`src/rtl/hit_window_counter.sv`:
```
// Counts z=1 hits over a window of N_SAMPLES upstream handshakes, then hands
// the count downstream on a second dav_/rfd handshake while upstream is stalled.
module hit_window_counter #(
    parameter int N_SAMPLES = 256,
    parameter int W         = 9
) (
    input  logic         clock,
    input  logic         reset,
    input  logic         dav_,
    input  logic         z,
    output logic         rfd,
    output logic         dav_out_,
    input  logic         rfd_out,
    output logic [W-1:0] hits
);

    localparam logic [1:0] S_IN  = 2'd0;
    localparam logic [1:0] S_ACK = 2'd1;
    localparam logic [1:0] S_OUT = 2'd2;
    localparam logic [1:0] S_REL = 2'd3;

    localparam logic [W-1:0] N_LAST = W'(N_SAMPLES);
    localparam logic [W-1:0] ONE    = W'(1);

    logic [1:0]   star;
    logic [W-1:0] cnt;
    logic [W-1:0] hit;
    logic [W-1:0] hits_r;

    assign hits = hits_r;

    always_ff @(posedge clock) begin
        if (reset) begin
            star     <= S_IN;
            rfd      <= 1'b0;
            dav_out_ <= 1'b1;
            cnt      <= '0;
            hit      <= '0;
            hits_r   <= '0;
        end else begin
            case (star)
                S_IN: begin
                    if (!dav_) begin
                        hit  <= hit + {{(W-1){1'b0}}, z};
                        cnt  <= cnt + ONE;
                        rfd  <= 1'b1;
                        star <= S_ACK;
                    end
                end
                S_ACK: begin
                    if (dav_) begin
                        rfd <= 1'b0;
                        // The final sample's release and the result offer share one edge.
                        if (cnt == N_LAST) begin
                            hits_r   <= hit;
                            dav_out_ <= 1'b0;
                            star     <= S_OUT;
                        end else begin
                            star <= S_IN;
                        end
                    end
                end
                S_OUT: begin
                    if (rfd_out) begin
                        dav_out_ <= 1'b1;
                        star     <= S_REL;
                    end
                end
                S_REL: begin
                    // Window counters clear only once downstream has fully released.
                    if (!rfd_out) begin
                        cnt  <= '0;
                        hit  <= '0;
                        star <= S_IN;
                    end
                end
                default: begin
                    star <= S_IN;
                end
            endcase
        end
    end

endmodule

```
`config.mk`:
```
export PLATFORM = sky130hd
export DESIGN_NAME = hit_window_counter
export DESIGN_NICKNAME = d
export VERILOG_FILES = /design/src/rtl/hit_window_counter.sv
export SDC_FILE = /design/constraint.sdc
export NUM_CORES = 1
export LEC_CHECK = 0
export ABC_AREA = 0
export CAP_MARGIN = 25
export CORE_ASPECT_RATIO = 0.8
export CORE_MARGIN = 2
export CORE_UTILIZATION = 48
export CTS_CLUSTER_SIZE = 14
export DETAILED_ROUTE_END_ITERATION = 7
export MAX_ROUTING_LAYER = met4
export PLACE_DENSITY = 0.66
export SETUP_SLACK_MARGIN = 0.2
export SLEW_MARGIN = 20
export SYNTH_ARGS = -nofsm -noshare
export SYNTH_HDL_FRONTEND = slang
export SYNTH_SLANG_ARGS = --single-unit
```
`constraint.sdc`:
```
create_clock -name clock -period 1.81 [get_ports clock]
set_input_delay 0.362 -clock clock [delete_from_list [all_inputs] [get_ports clock]]
set_output_delay 0.362 -clock clock [all_outputs]
set_load 0.05 [all_outputs]
```
; Yosys cells after proc, flatten, opt, wreduce, memory -nomap -nowiden
; Cells that the tools add are included.
[classes]
bitwise_logic = 0
mul = 0
n_addsub = 2
shifts = 0
reduce_logical = 9
muxes = 18
n_div = 0
n_eq_ne = 9
n_lt_le_gt_ge = 0
[ops]
columns = operator, count
row1 = 9-bit one-hot mux with 2 select lines, 2
row2 = 9-bit two-way mux, 3
row3 = 2-bit two-way mux, 5
row4 = 2-bit inequality test (second input constant), 5
row5 = 9-bit by 1-bit adder with 9-bit output, 1
row6 = 9-bit by 1-bit adder with 9-bit output (second input constant), 1
row7 = 9-bit == test (second input constant), 1
row8 = 3-bit AND reduction, 3
row9 = 2-bit one-hot mux with 4 select lines, 1
row10 = 4-bit AND reduction, 2
row11 = 2-bit nonzero test, 3
row12 = 1-bit two-way mux, 5
row13 = 2-bit == test (second input constant), 2
row14 = 1-bit one-hot mux with 2 select lines, 2
row15 = 2-bit by 1-bit == test with 1-bit output (second input constant), 1
row16 = 2-bit zero test, 1
[totals]
out_inout_bits = 11
latchBits = 0
input_bits = 5
romBits = 0
mem_bits_rw = 0
n_memories = 0
ff_bits = 31
elab_cells = 44

; Longest topological paths before layout
[depth]
depth_word = 4
depth_mapped = 6
mapped_depth_nobuf = 5

; Worst setup path before layout
; No wires, ideal clock.
[synth_timing]
path_kind = reg2reg
from = reg cnt[5]
to = reg hits_r[0] (netlist: hits[0])
period_less_slack_ps = 1496
t_arrival_ps = 1424
required_ps = 1738
path_buffers = 1
stages_incl_launch_ff = 5
setup_time_ps = 72
setup_slack_ps = 314
cell_sequence = dfxtp_1 -> or4b_1 -> nor3_2 -> buf_6 -> mux2i_1
[synth_between]
elab_chain_cells = 2
[synth_rtl]
columns = element, line_no
row1 = "start, declared", 26  ; logic [W-1:0] cnt;
row2 = "start signal, assigned", 45  ; cnt <= cnt + ONE;
row3 = 9-bit == test, 54  ; if (cnt == N_LAST) begin
row4 = 3-bit AND reduction (no source line), -
row5 = "end signal, assigned", 55  ; hits_r <= hit;
row6 = "end, declared", 28  ; logic [W-1:0] hits_r;
; Every way passes these cells.
; A chain may end at the register's enable or synchronous reset.

; Worst setup path in the final report
[layout_timing]
from = in rfd_out
to = reg cnt[5]
[layout_between]
elab_chain_cells = 2
[layout_rtl]
columns = element, line_no
row1 = "start, declared", 13  ; input logic rfd_out,
row2 = 2-bit inequality test (no source line), -
row3 = 3-bit AND reduction (no source line), -
; Every way passes these cells.

==> flow_metrics.tcl <==
set metrics [dict create \
    leakagePower_nw 0.730 \
    crit_arrival_ps 1780 \
    grt_max_degree 48 \
    syn_nets 192 \
    met2_usage_pct 29.4 \
    first_global_vias 1282 \
    vias 1412 \
    period_minus_slack_ps 1570 \
    cp-start-kind "input port" \
    p_int_mw 1.08 \
    die_y_um 57.0 \
    busiest_layer "met2" \
    ys_ff_latch 31 \
    die_x_um 70.3 \
    relSlewSlack_pct 77.8 \
    cts_tree "built" \
    r2r_cells 4 \
    hold_ws_ps 457 \
    routed_wl_um 3540 \
    pwr-share-seq_pct 50.1 \
    cts_htree_levels 2 \
    insertedDiodeCount 0 \
    timing.rr.end "cnt[8]" \
    synth_warnings 0 \
    status "finished, final reports clean" \
    final_common_cell "dfxtp_1" \
    drive_gt1_share_pct 27.5 \
    tightestPinTransition_ps 324 \
    p_sw_share_pct 22.9 \
    use_met1_pct 24.3 \
    fillers 282 \
    portBuffers 15 \
    cp.required_ps 2010 \
    numClockSinks 31 \
    wl_per_cell_um 14.0 \
    clk_transition_reported_paths_ps 60 \
    synth_top_cell_by_area "dfxtp_1" \
    syn_avg_cell_area_um2 9.22 \
    root_buffer "clkbuf_8" \
    timing.fmax_mhz 635 \
    synthDistinctLibCells 31 \
    path_buf_inv 2 \
    timing.final.hold_violations 0 \
    dieArea_mm2 0.00401 \
    startpoint "rfd_out" \
    synth_top_area_share_pct 36.8 \
    critPathCaptureType "flop" \
    cp_num_cells 5 \
    antenna_found_initial 0 \
    gp_congestion 0.831 \
    drv_slew 0 \
    path_class "in2reg" \
    final_cell_mix "dfxtp_1 (27), nand2_1 (25), buf_4 (24), nand3_1 (23), mux2i_1 (22)" \
    ioPinCount 16 \
    grt_util_met3_pct 6.01 \
    clk_latency_ps 270 \
    min_path_type "reg2reg" \
    drtAntennaViolNets 0 \
    cts-buffers-inserted 5 \
    max_stage_delay_ps 470 \
    r2r_slack_ps 260 \
    register_area_um2 633 \
    final_net_count 219 \
    overflow 0 \
    critPathSlowestCell "clkdlybuf4s50_1" \
    finalSetupTns_ps 0 \
    power.share.clock_pct 42.1 \
    p_comb_share_pct 7.8 \
    skew_ps 2.01 \
    drc 0 \
    drv_cap 0 \
    design.core.area_mm2 0.00340 \
    synth_seq_area_share_pct 36.8 \
    track_usage_pct 19.0 \
    firstDrtPassIters 4 \
    yosys-top-cells-area "dfxtp_1 (37%), mux2i_1 (13%), nand3_1 (7.4%)" \
    start_util_pct 49.7 \
    hpwl_um 2330 \
    multiInputGateArea_mm2 0.00101 \
    vias_per_cell 5.58 \
    worstSetupEndpoint "cnt[5]" \
    min_period_over_period_pct 87.0 \
    switchingPower_mw 0.322 \
    dr.first_iter.drc_count 120 \
    rsz0062_at_grt "no" \
    worstPathMaxFanout 16 \
    p_per_area_mw_per_mm2 667 \
    syn_inst 183 \
    crit_chain "clkdlybuf4s50_1 -> nand3b_1 -> buf_12 -> a2111oi_4 -> mux2i_1" \
    peakVddDrop_mv 0.358 \
    finalSetupViolations 0 \
    cp_top_family "buffers and inverters" \
    rows 19 \
    cts_hold_buf 0 \
    area_growth_pct 24.8 \
    grt_pass1_wl_um 5910 \
    cts_buffer_depth 2 \
    syn_area_mm2 0.00169 \
]
routing by layer:
metal,vias to the layer above,share of wire [%]
met5,-,0
met3,0,3.4
met1,678,50
met2,24,47
li1,710,-
met4,0,0
worst min-delay path by stage:
stage                        from  endpoint  slack (ps)  cells after the start
final                     hits[0]   hits[0]         460                      2
after global routing      hits[0]   hits[0]         470                      2
after global placement    hits[5]   hits[5]         440                      2
after CTS                 hits[2]   hits[2]         460                      2
after floorplan             reset    cnt[1]         430                      1
after detailed placement  hits[2]   hits[2]         450                      2
what timing repair did:
| action | 4_1_cts | 5_1_grt |
|---|---|---|
| endpoints found under the setup margin | 6 | 11 |
| cloned | 1 | 0 |
| resized for setup | 6 | 16 |
| endpoints found under the hold margin | 0 | 0 |
| pin swaps | 3 | 7 |
| setup buffers | 0 | 3 |
per-stage QoR:
step	power, mW	util (%)	instances	cell area (um^2)	worst slack, ps
final	1.40	61.9	253	2110	236
after global routing	1.47	61.9	253	2110	187
after CTS	1.41	59.9	250	2040	202
after detailed placement	0.819	56.1	241	1910	-183
after global placement	0.815	56.1	241	1910	-125
after floorplan	0.782	-	183	1690	314
cells by family after synthesis:
logic type / count (synthesis) / share of synthesized area [%]
AO/OA/AOI/OAI: 28 / 15.3
adder cells (fa/ha/maj): 4 / 2.97
buffers and inverters: 21 / 6.97
flip-flops: 31 / 36.8
multiplexers: 22 / 13.0
AND/OR/NAND/NOR: 77 / 24.9
power groups by stage:
stage	Clock (mW)	Combinational, mW	Sequential [mW]
floorplan	0	0.0633	0.719
global placement	0	0.0988	0.716
detailed placement	0	0.103	0.717
CTS	0.605	0.106	0.702
global route	0.643	0.121	0.704
finish	0.591	0.110	0.703
worst min-delay path, cell delays in order, from the launching register on:
cell and delay (ps):
dfxtp_1 310, nand2_1 50, mux2i_1 50
final cells by class:
type	instances	area share [%]
clock buffer	8	4.75
inverter	8	1.43
multi-input combinational	132	47.8
sequential	31	30.1
tap	42	2.50
timing repair buffer	32	13.5
synth_stat cells (all sizes together):
cell / n
dfxtp: 31
nand2: 25
nand3: 25
mux2i: 22
nand3b: 13
a21oi: 11
buf: 9
inv: 8
a2111oi: 4
a211oi: 4
clkbuf: 4
ha: 4
nor2: 3
a21boi: 2
a21o: 2
nand4: 2
nand4b: 2
nor3: 2
o211ai: 2
o21ai: 2
or3: 2
or4b: 2
and3: 1
o21a: 1
state kept, by name, summed over array words and instances (netlist names), named ones only:
register,count
cnt,9
dav_out_,1
hit,9
hits,9
rfd,1
star,1
(Power assumes the default switching activity.)
